$ cat config.mk
export PLATFORM = sky130hd
export DESIGN_NAME = stat_stack_ctrl_flat
export DESIGN_NICKNAME = d
export VERILOG_FILES = /design/src/rtl/stat_stack_ctrl_pkg.sv /design/src/rtl/stat_stack_ctrl_if.sv /design/src/rtl/stat_stack_ctrl_lane.sv /design/src/rtl/stat_stack_ctrl.sv /design/src/flat_wrapper.sv
export SDC_FILE = /design/constraint.sdc
export NUM_CORES = 1
export LEC_CHECK = 0
export CORE_ASPECT_RATIO = 1.2
export CORE_MARGIN = 8
export CORE_UTILIZATION = 32
export DETAILED_ROUTE_END_ITERATION = 7
export GPL_TIMING_DRIVEN = 0
export HOLD_SLACK_MARGIN = 0.08
export PLACE_DENSITY = 0.75
export SLEW_MARGIN = 30
export SYNTH_ARGS = -nofsm -noshare
export SYNTH_HDL_FRONTEND = slang
export SYNTH_HIERARCHICAL = 1
export SYNTH_SLANG_ARGS = --single-unit
$ cat constraint.sdc
create_clock -name clock -period 5.3 [get_ports clock]
set_clock_uncertainty 0.05 [all_clocks]
set_input_delay 0.795 -clock clock [delete_from_list [all_inputs] [get_ports clock]]
set_output_delay 0.795 -clock clock [all_outputs]
set_load 0.005 [all_outputs]
$ cat src/rtl/stat_stack_ctrl_pkg.sv
// stat_stack_ctrl_pkg: shared types and constants for the multi-lane status/mask-stack controller
package stat_stack_ctrl_pkg;
  typedef logic [3:0] stat_v_t;
  localparam int NUM_LANE_DEF = 8;
  localparam int WIDTH_DATA_DEF = 32;
  localparam int EXP_W = 8;
  localparam int IDX_EQ = 3;
  localparam int IDX_NE = 2;
  localparam int IDX_GT = 1;
  localparam int IDX_LE = 0;
  localparam logic [1:0] COND_EQ = 2'd0;
  localparam logic [1:0] COND_NE = 2'd1;
  localparam logic [1:0] COND_GT = 2'd2;
  localparam logic [1:0] COND_LE = 2'd3;
  function automatic logic [1:0] cond_idx(input logic [1:0] cond);
    return 2'd3 - cond;
  endfunction
endpackage

$ cat src/rtl/stat_stack_ctrl_if.sv
// stat_stack_ctrl_if: request/stack-control inputs and status/mask outputs; O_Unord under STAT_STACK_CTRL_UNORD_EN
interface stat_stack_ctrl_if #(
  parameter int NUM_LANE = 8,
  parameter int WIDTH_DATA = 32,
  parameter int WIDTH_DEPTH = 3
);
  logic                           I_Req;
  logic                           I_Mode;
  logic [NUM_LANE*WIDTH_DATA-1:0] I_Diff_Data;
  logic [1:0]                     I_Cond;
  logic                           I_Push;
  logic                           I_Pop;
  logic                           I_Clr;
  logic [NUM_LANE*4-1:0]          O_Status;
  logic [NUM_LANE-1:0]            O_Mask;
  logic [WIDTH_DEPTH-1:0]         O_Depth;
  logic                           O_Full;
  logic                           O_Empty;
  logic                           O_Err;
`ifdef STAT_STACK_CTRL_UNORD_EN
  logic [NUM_LANE-1:0]            O_Unord;
  modport master (output I_Req, I_Mode, I_Diff_Data, I_Cond, I_Push, I_Pop, I_Clr,
                  input O_Status, O_Mask, O_Depth, O_Full, O_Empty, O_Err, O_Unord);
  modport slave (input I_Req, I_Mode, I_Diff_Data, I_Cond, I_Push, I_Pop, I_Clr,
                 output O_Status, O_Mask, O_Depth, O_Full, O_Empty, O_Err, O_Unord);
`else
  modport master (output I_Req, I_Mode, I_Diff_Data, I_Cond, I_Push, I_Pop, I_Clr,
                  input O_Status, O_Mask, O_Depth, O_Full, O_Empty, O_Err);
  modport slave (input I_Req, I_Mode, I_Diff_Data, I_Cond, I_Push, I_Pop, I_Clr,
                 output O_Status, O_Mask, O_Depth, O_Full, O_Empty, O_Err);
`endif
endinterface

$ cat src/rtl/stat_stack_ctrl_lane.sv
// stat_lane: one lane's {Eq,Ne,Gt,Le} decode and enabled status register; NaN handling under STAT_STACK_CTRL_UNORD_EN
module stat_lane
  import stat_stack_ctrl_pkg::*;
#(
  parameter int WIDTH_DATA = WIDTH_DATA_DEF
) (
  input  logic                  clock,
  input  logic                  reset,
  input  logic                  en,
  input  logic                  mode,
  input  logic [WIDTH_DATA-1:0] diff,
`ifdef STAT_STACK_CTRL_UNORD_EN
  output logic                  unord,
`endif
  output stat_v_t               status
);
  logic s, eq;
  stat_v_t flags;
  always_comb begin
    s = diff[WIDTH_DATA-1];
    eq = mode ? ~|diff[WIDTH_DATA-2:0] : ~|diff;
    flags = '0;
    flags[IDX_EQ] = eq;
    flags[IDX_NE] = ~eq;
    flags[IDX_GT] = s & ~eq;
    flags[IDX_LE] = ~s | eq;
  end
`ifdef STAT_STACK_CTRL_UNORD_EN
  logic nan;
  assign nan = mode & (&diff[WIDTH_DATA-2 -: EXP_W]) & (|diff[WIDTH_DATA-2-EXP_W:0]);
  always_ff @(posedge clock)
    if (reset) begin
      status <= '0;
      unord <= 1'b0;
    end else if (en) begin
      status <= nan ? '0 : flags;
      unord <= nan;
    end
`else
  always_ff @(posedge clock)
    if (reset) status <= '0;
    else if (en) status <= flags;
`endif
endmodule

$ cat src/rtl/stat_stack_ctrl.sv
// stat_stack_ctrl: per-lane status registers plus nested-conditional lane-mask stack; optional NaN output via STAT_STACK_CTRL_UNORD_EN
module stat_stack_ctrl
  import stat_stack_ctrl_pkg::*;
#(
  parameter int NUM_LANE = NUM_LANE_DEF,
  parameter int WIDTH_DATA = WIDTH_DATA_DEF,
  parameter int DEPTH = 4,
  parameter int WIDTH_DEPTH = $clog2(DEPTH+1)
) (
  input logic clock,
  input logic reset,
  stat_stack_ctrl_if.slave bus
);
  localparam int IW = DEPTH > 1 ? $clog2(DEPTH) : 1;
  logic [NUM_LANE*4-1:0]  status;
  logic [NUM_LANE-1:0]    mask, c;
  logic [NUM_LANE-1:0]    stack [DEPTH];
  logic [WIDTH_DEPTH-1:0] depth;
  logic                   err, full, empty, push_op, pop_op, else_op, err_ev;
  logic [IW-1:0]          wr_idx, rd_idx;
  logic [1:0]             cidx;
  for (genvar i = 0; i < NUM_LANE; i++) begin : g_lane
    stat_lane #(.WIDTH_DATA(WIDTH_DATA)) u_lane (
      .clock(clock),
      .reset(reset),
      .en(bus.I_Req & mask[i]),
      .mode(bus.I_Mode),
      .diff(bus.I_Diff_Data[i*WIDTH_DATA +: WIDTH_DATA]),
`ifdef STAT_STACK_CTRL_UNORD_EN
      .unord(bus.O_Unord[i]),
`endif
      .status(status[i*4 +: 4])
    );
  end
  always_comb begin
    cidx = cond_idx(bus.I_Cond);
    c = '0;
    for (int i = 0; i < NUM_LANE; i++) c[i] = status[i*4 + int'(cidx)];
    full = depth == WIDTH_DEPTH'(DEPTH);
    empty = depth == '0;
    push_op = bus.I_Push & ~bus.I_Pop;
    pop_op = bus.I_Pop & ~bus.I_Push;
    else_op = bus.I_Push & bus.I_Pop;
    err_ev = (push_op & full) | ((pop_op | else_op) & empty);
    wr_idx = IW'(depth);
    rd_idx = IW'(depth - 1'b1);
  end
  always_ff @(posedge clock)
    if (reset) begin
      mask <= '1;
      depth <= '0;
      err <= 1'b0;
      for (int i = 0; i < DEPTH; i++) stack[i] <= '0;
    end else begin
      err <= err_ev | (err & ~bus.I_Clr);
      if (push_op && !full) begin
        stack[wr_idx] <= mask;
        mask <= mask & c;
        depth <= depth + 1'b1;
      end else if (pop_op && !empty) begin
        mask <= stack[rd_idx];
        depth <= depth - 1'b1;
      end else if (else_op && !empty) begin
        mask <= stack[rd_idx] & ~c;
      end
    end
  assign bus.O_Status = status;
  assign bus.O_Mask = mask;
  assign bus.O_Depth = depth;
  assign bus.O_Full = full;
  assign bus.O_Empty = empty;
  assign bus.O_Err = err;
endmodule

$ cat src/flat_wrapper.sv
// flat-port wrapper written by rule: the top's interface ports become plain ports
module stat_stack_ctrl_flat import stat_stack_ctrl_pkg::*;
#(
  parameter int NUM_LANE = NUM_LANE_DEF,
  parameter int WIDTH_DATA = WIDTH_DATA_DEF,
  parameter int DEPTH = 4,
  parameter int WIDTH_DEPTH = $clog2(DEPTH+1)
)
  (clock, reset, bus_I_Req, bus_I_Mode, bus_I_Diff_Data, bus_I_Cond, bus_I_Push, bus_I_Pop, bus_I_Clr, bus_O_Status, bus_O_Mask, bus_O_Depth, bus_O_Full, bus_O_Empty, bus_O_Err);
  stat_stack_ctrl_if #(.NUM_LANE(NUM_LANE), .WIDTH_DATA(WIDTH_DATA), .WIDTH_DEPTH(WIDTH_DEPTH)) bus_i ();
  input logic clock;
  input logic reset;
  input wire logic [$bits(bus_i.I_Req)-1:0] bus_I_Req;
  input wire logic [$bits(bus_i.I_Mode)-1:0] bus_I_Mode;
  input wire logic [$bits(bus_i.I_Diff_Data)-1:0] bus_I_Diff_Data;
  input wire logic [$bits(bus_i.I_Cond)-1:0] bus_I_Cond;
  input wire logic [$bits(bus_i.I_Push)-1:0] bus_I_Push;
  input wire logic [$bits(bus_i.I_Pop)-1:0] bus_I_Pop;
  input wire logic [$bits(bus_i.I_Clr)-1:0] bus_I_Clr;
  output wire logic [$bits(bus_i.O_Status)-1:0] bus_O_Status;
  output wire logic [$bits(bus_i.O_Mask)-1:0] bus_O_Mask;
  output wire logic [$bits(bus_i.O_Depth)-1:0] bus_O_Depth;
  output wire logic [$bits(bus_i.O_Full)-1:0] bus_O_Full;
  output wire logic [$bits(bus_i.O_Empty)-1:0] bus_O_Empty;
  output wire logic [$bits(bus_i.O_Err)-1:0] bus_O_Err;
  assign bus_i.I_Req = bus_I_Req;
  assign bus_i.I_Mode = bus_I_Mode;
  assign bus_i.I_Diff_Data = bus_I_Diff_Data;
  assign bus_i.I_Cond = bus_I_Cond;
  assign bus_i.I_Push = bus_I_Push;
  assign bus_i.I_Pop = bus_I_Pop;
  assign bus_i.I_Clr = bus_I_Clr;
  assign bus_O_Status = bus_i.O_Status;
  assign bus_O_Mask = bus_i.O_Mask;
  assign bus_O_Depth = bus_i.O_Depth;
  assign bus_O_Full = bus_i.O_Full;
  assign bus_O_Empty = bus_i.O_Empty;
  assign bus_O_Err = bus_i.O_Err;
  stat_stack_ctrl #(.NUM_LANE(NUM_LANE), .WIDTH_DATA(WIDTH_DATA), .DEPTH(DEPTH), .WIDTH_DEPTH(WIDTH_DEPTH)) u_core (.clock(clock), .reset(reset), .bus(bus_i));
endmodule
==> results of run 1 <==
==> synthesized netlist by cell type, drive strengths merged, types with 9 or more instances <==
master,number,share of area
nor4,58,0.095
o21ai,17,0.019
nor2,10,0.0084
a311oi,16,0.031
o21a,9,0.015
nand2,22,0.019
nand2b,9,0.013
inv,13,0.011
edfxtp,32,0.22
mux2i,24,0.054
o32ai,16,0.031
dfxtp,44,0.20
and2,41,0.058
==> worst max-delay path, cell delays in order <==
cell and delay, ps:
clkdlybuf4s50_1 530, nor2b_2 310, nand2_1 220, nor4_2 600, or2_2 370
==> where the power goes <==
| group | leakage [uW] | internal [uW] | switching, uW |
|---|---|---|---|
| registers | 0.000695 | 658 | 43.2 |
| clock network | 0.000141 | 377 | 221 |
| logic | 0.00198 | 323 | 190 |
==> state kept, by name, summed over array words and instances, names as in the netlist <==
name	count
u_core/bus.O_Err	1
u_core/g_lane.u_lane/status	32
u_core/bus.O_Mask	8
u_core/stack	32
u_core/bus.O_Depth	3
==> worst min-delay path by stage <==
stage / start / slack, ps / cells after the start / to
2_1_floorplan: u_core/g_lane[0].u_lane/status[2]$_SDFFE_PP0P_ / 430 / 2 / u_core/g_lane[0].u_lane/status[2]$_SDFFE_PP0P_
3_3_place_gp: u_core/g_lane[6].u_lane/status[2]$_SDFFE_PP0P_ / 440 / 2 / u_core/g_lane[6].u_lane/status[2]$_SDFFE_PP0P_
3_5_place_dp: u_core/g_lane[6].u_lane/status[3]$_SDFFE_PP0P_ / 450 / 2 / u_core/g_lane[6].u_lane/status[3]$_SDFFE_PP0P_
4_1_cts: u_core/g_lane[0].u_lane/status[2]$_SDFFE_PP0P_ / 460 / 2 / u_core/g_lane[0].u_lane/status[2]$_SDFFE_PP0P_
5_1_grt: u_core/g_lane[2].u_lane/status[2]$_SDFFE_PP0P_ / 500 / 2 / u_core/g_lane[2].u_lane/status[2]$_SDFFE_PP0P_
6_report: u_core/g_lane[0].u_lane/status[2]$_SDFFE_PP0P_ / 460 / 2 / u_core/g_lane[0].u_lane/status[2]$_SDFFE_PP0P_
==> stage by stage <==
step	worst slack, ps	area, um2	utilization	hold WS, ps	total power [uW]
2_1_floorplan	3180	4460	-	431	876
4_1_cts	2440	8060	0.588	460	1820
6_report	2440	8060	0.588	460	1810
3_3_place_gp	1210	7750	0.566	440	1210
3_5_place_dp	2100	7770	0.567	451	1220
5_1_grt	2240	8060	0.588	501	1890
==> area by class of cell <==
cell class,instances,area (um2)
Fill cell,1135,5640
Clock buffer,14,254
Sequential cell,76,1840
Timing Repair Buffer,309,3100
Buffer,8,41.3
Clock inverter,2,35.0
Inverter,13,48.8
Multi-Input combinational cell,318,2520
Tap cell,171,214
==> cell usage in the layout (no fill, tap or decap), drive strengths merged, types with 9 or more instances in the layout <==
cell	instances
a311oi	16
and2	41
clkbuf	18
clkdlybuf4s50	307
dfxtp	44
edfxtp	32
inv	13
mux2i	24
nand2	22
nand2b	9
nor2	10
nor4	58
o21a	9
o21ai	17
o32ai	16
==> cell families after synthesis <==
kind of cell,after synthesis
adder cells (fa/ha/maj),3
multiplexers,33
AO/OA/AOI/OAI,90
AND/OR/NAND/NOR,192
flip-flops,76
buffers and inverters,21
==> layer usage <==
layer  vias up  global-route usage
li1       2343                   -
met1      2417               0.233
met2       201               0.409
met3        27              0.0609
met4         0              0.0785
met5         -                   0
==> impl_metrics.tcl, run 1 <==
set metrics [dict create \
    cts_tree "built" \
    port_buffers 308 \
    drv_cap 0 \
    cp-end-kind "flip-flop" \
    grt_max_degree 36 \
    reg2reg_from "u_core/bus.O_Depth[1]$_SDFFE_PP0P_" \
    grt_pass1_vias 5504 \
    route.met3.wl_um 1410 \
    rr_worst_depth 6 \
    leakagePower_uw 0.00282 \
    critPathMaxFanout 9 \
    die_h_um 145 \
    slew_violations 0 \
    post_drt_wl_per_cell_um 22.4 \
    die-area_mm2 0.0180 \
    firstDrtPassIters 4 \
    syn_area_per_cell_um2 10.7 \
    cts_resized 0 \
    diodes 0 \
    post-route-min-period_ps 2860 \
    synth_seq_cells 76 \
    ctsHtreeMaxLevel 3 \
    r2r-end "u_core/stack[1][3]$_SDFFCE_PN0P_" \
    grt_pass1_wl_um 30900 \
    clockBufferDepth 2 \
    critPathArrivalTime_ps 2830 \
    overflow 0 \
    yosys_warnings 6 \
    cts_sinks 76 \
    cts_setup_buffers 0 \
    hp-class "flip-flop to flip-flop" \
    crit_path_start_kind "input pin" \
    required_ps 5270 \
    clkLatencyLatePin_ps 330 \
    grtUsageTotal 0.223 \
    grt_setup_unrepaired "no" \
    routed-via-count 4988 \
    die_w_um 124 \
    dp.cells 895 \
    cts-root-buf "clkbuf_16" \
    syn_area_mm2 0.00446 \
    setup_viol_count_final 0 \
    synth_edf_count 32 \
    instances_no_fill 911 \
    synthCells 415 \
    clk_pin_slew_ps 60 \
    synth.mux.area_fraction 0.0969 \
    initial_utilization 0.325 \
    cp-endpoint "u_core/stack[1][3]$_SDFFCE_PN0P_" \
    synth_compound_area_frac 0.154 \
    met1Wirelength_um 7270 \
    cp-startpoint "bus_I_Pop" \
    synth_adder_area_share 0.00842 \
    num_rows 47 \
    synth_ff_type "dfxtp_1" \
    synth_top_family_by_area "simple AND/OR/NAND/NOR gates" \
    ios 311 \
    drc 0 \
    syn_to_final_growth_pct 80.8 \
    fmax_mhz 349 \
    synth-simple-area-share 0.307 \
    hold_violations 0 \
    wl_met2_um 11200 \
    critical_path_class "input pin to flip-flop" \
    place.gp.congestion 0.890 \
    tns_ps 0 \
    synth_fp_nets 683 \
    highest_layer "met4" \
    tightest_slew_ps 782 \
    hpwlAfterDp_um 17500 \
    antenna_found_initial 0 \
    postRouteAntennaNets 0 \
    drt-total-wl_um 20400 \
    core_area_mm2 0.0137 \
    vias_per_cell 5.48 \
    maxSlewHeadroom 0.477 \
    min_period_over_period 0.540 \
    drt_iter0_drc 194 \
    drive_above_1_share 0.0716 \
    num-nets-final 1003 \
    synthXorXnorAreaFrac 0 \
    cts-buffers-inserted 9 \
    status "finished, final reports clean" \
    rrSetupSlack_ps 2690 \
    async_flop_share 0 \
    ys_seq_area_frac 0.413 \
    ys_types 46 \
    holdBufCountCts 0 \
    peakVddDrop_uv 139 \
    powerDensity_mw_per_mm2 225 \
]
Note: power is estimated with default switching activity, not from simulation.
==> run 2, diff against run 1 <==
- clock period: 5.3 -> 2.75 ns (I/O delays scaled with it)
==> impl_metrics.tcl, run 2 (same netlist as run 1, synthesis figures left out) <==
set metrics [dict create \
    die_h_um 145 \
    grtUsageMet3 0.0609 \
    grt_pass1_vias 5504 \
    totalPowerFinal_uw 3500 \
    drt-total-wl_um 20400 \
    critical_path_class "flip-flop to flip-flop" \
    antenna_found_initial 0 \
    drv_cap 0 \
    grtUsageTotal 0.223 \
    tns_ps 0 \
    grt_setup_unrepaired "no" \
    firstDrtPassIters 4 \
    port_buffers 308 \
    hp-class "input pin to flip-flop" \
    min_period_over_period 0.925 \
    cts_setup_buffers 0 \
    num-nets-final 1003 \
    fmax_mhz 393 \
    ios 311 \
    critPathMaxFanout 8 \
    setup_viol_count_final 0 \
    holdBufCountCts 0 \
    post_drt_wl_per_cell_um 22.4 \
    dpl_cell_area_mm2 0.00777 \
    final.fill_count 1133 \
    drt_iter0_drc 200 \
    clockBufferDepth 2 \
    hpwlAfterDp_um 17500 \
    cts-buffers-inserted 9 \
    cts_sinks 76 \
    diodes 0 \
    vias_per_cell 5.44 \
    routed-via-count 4952 \
    timing.hold.ws_ps 395 \
    cts-root-buf "clkbuf_16" \
    maxSlewHeadroom 0.468 \
    leakagePower_uw 0.00282 \
    syn_to_final_growth_pct 81.2 \
    die-area_mm2 0.0180 \
    drc 0 \
    postRouteAntennaNets 0 \
    peakVddDrop_uv 267 \
    grt_max_degree 36 \
    ctsHtreeMaxLevel 3 \
    hold_violations 0 \
    gr-usage-met2 0.409 \
    crit_path_start_kind "flip-flop" \
    critPathArrivalTime_ps 2450 \
    status "finished, final reports clean" \
    top_usage_layer "met2" \
    post-route-min-period_ps 2540 \
    drive_above_1_share 0.0716 \
    slew_violations 0 \
    required_ps 2660 \
    powerDensity_mw_per_mm2 433 \
    final_area_mm2 0.00808 \
    cts_resized 0 \
    cts_tree "built" \
    clk_pin_slew_ps 50 \
    mostFrequentLayoutCells "clkdlybuf4s50_1 (307), nor4_1 (48), dfxtp_1 (44)" \
    layout_commonest_cell "clkdlybuf4s50_1" \
    gr-usage-met1 0.233 \
    tightest_slew_ps 796 \
    grt_pass1_wl_um 30900 \
    initial_utilization 0.325 \
    cp-end-kind "flip-flop" \
    core_area_mm2 0.0137 \
    die_w_um 124 \
    clkLatencyLatePin_ps 330 \
    place.gp.congestion 0.890 \
    overflow 0 \
    num_rows 47 \
]
-- run 2: cell count changes in the layout (fill, tap and decap cells not counted) --
cell,delta
nor4_4,+2
nor4_2,-2
-- run 2: critical path, stage by stage, from the launching register on --
cell and delay, ps:
dfxtp_1 570, inv_1 150, ha_1 270, nand2_1 180
nand2_1 240, o21bai_1 710
-- run 2: routing by layer --
metal	up-vias	share of wire
met5	-	0
met4	0	0.023
met3	27	0.064
met2	193	0.55
met1	2391	0.36
li1	2341	-
-- run 2: final timing paths --
kind	start	to	slack [ps]	cells after the start
setup / recovery	u_core/bus.O_Depth[1]$_SDFFE_PP0P_	u_core/stack[2][5]$_SDFFCE_PN0P_	210	5
hold / removal	reset	u_core/g_lane[6].u_lane/status[0]$_SDFFE_PP0P_	390	2
setup reg to reg	u_core/bus.O_Depth[1]$_SDFFE_PP0P_	u_core/stack[2][5]$_SDFFCE_PN0P_	210	5
hold reg to reg	u_core/g_lane[0].u_lane/status[2]$_SDFFE_PP0P_	u_core/g_lane[0].u_lane/status[2]$_SDFFE_PP0P_	460	2
-- run 2: cell type report --
class | count | area (um2) | area share
clock buffer | 14 | 254 | 0.0315
tap | 171 | 214 | 0.0265
buffer | 8 | 41.3 | 0.00511
multi-input combinational | 318 | 2540 | 0.315
sequential | 76 | 1840 | 0.228
inverter | 13 | 48.8 | 0.00604
timing repair buffer | 309 | 3100 | 0.384
clock inverter | 2 | 35.0 | 0.00434
-- run 2: power by group --
group	internal, uW	switching, uW	total (uW)	leakage, uW
registers	1270	85.3	1350	0.000695
clock network	727	427	1150	0.000141
logic	623	368	991	0.00198
-- run 2: through the flow --
| stage | util | cells | setup slack (ps) |
|---|---|---|---|
| floorplan | - | 415 | 678 |
| global placement | 0.566 | 894 | -953 |
| detailed placement | 0.567 | 895 | -71.7 |
| CTS | 0.588 | 911 | 141 |
| global route | 0.589 | 911 | 62.9 |
| finish | 0.589 | 911 | 205 |
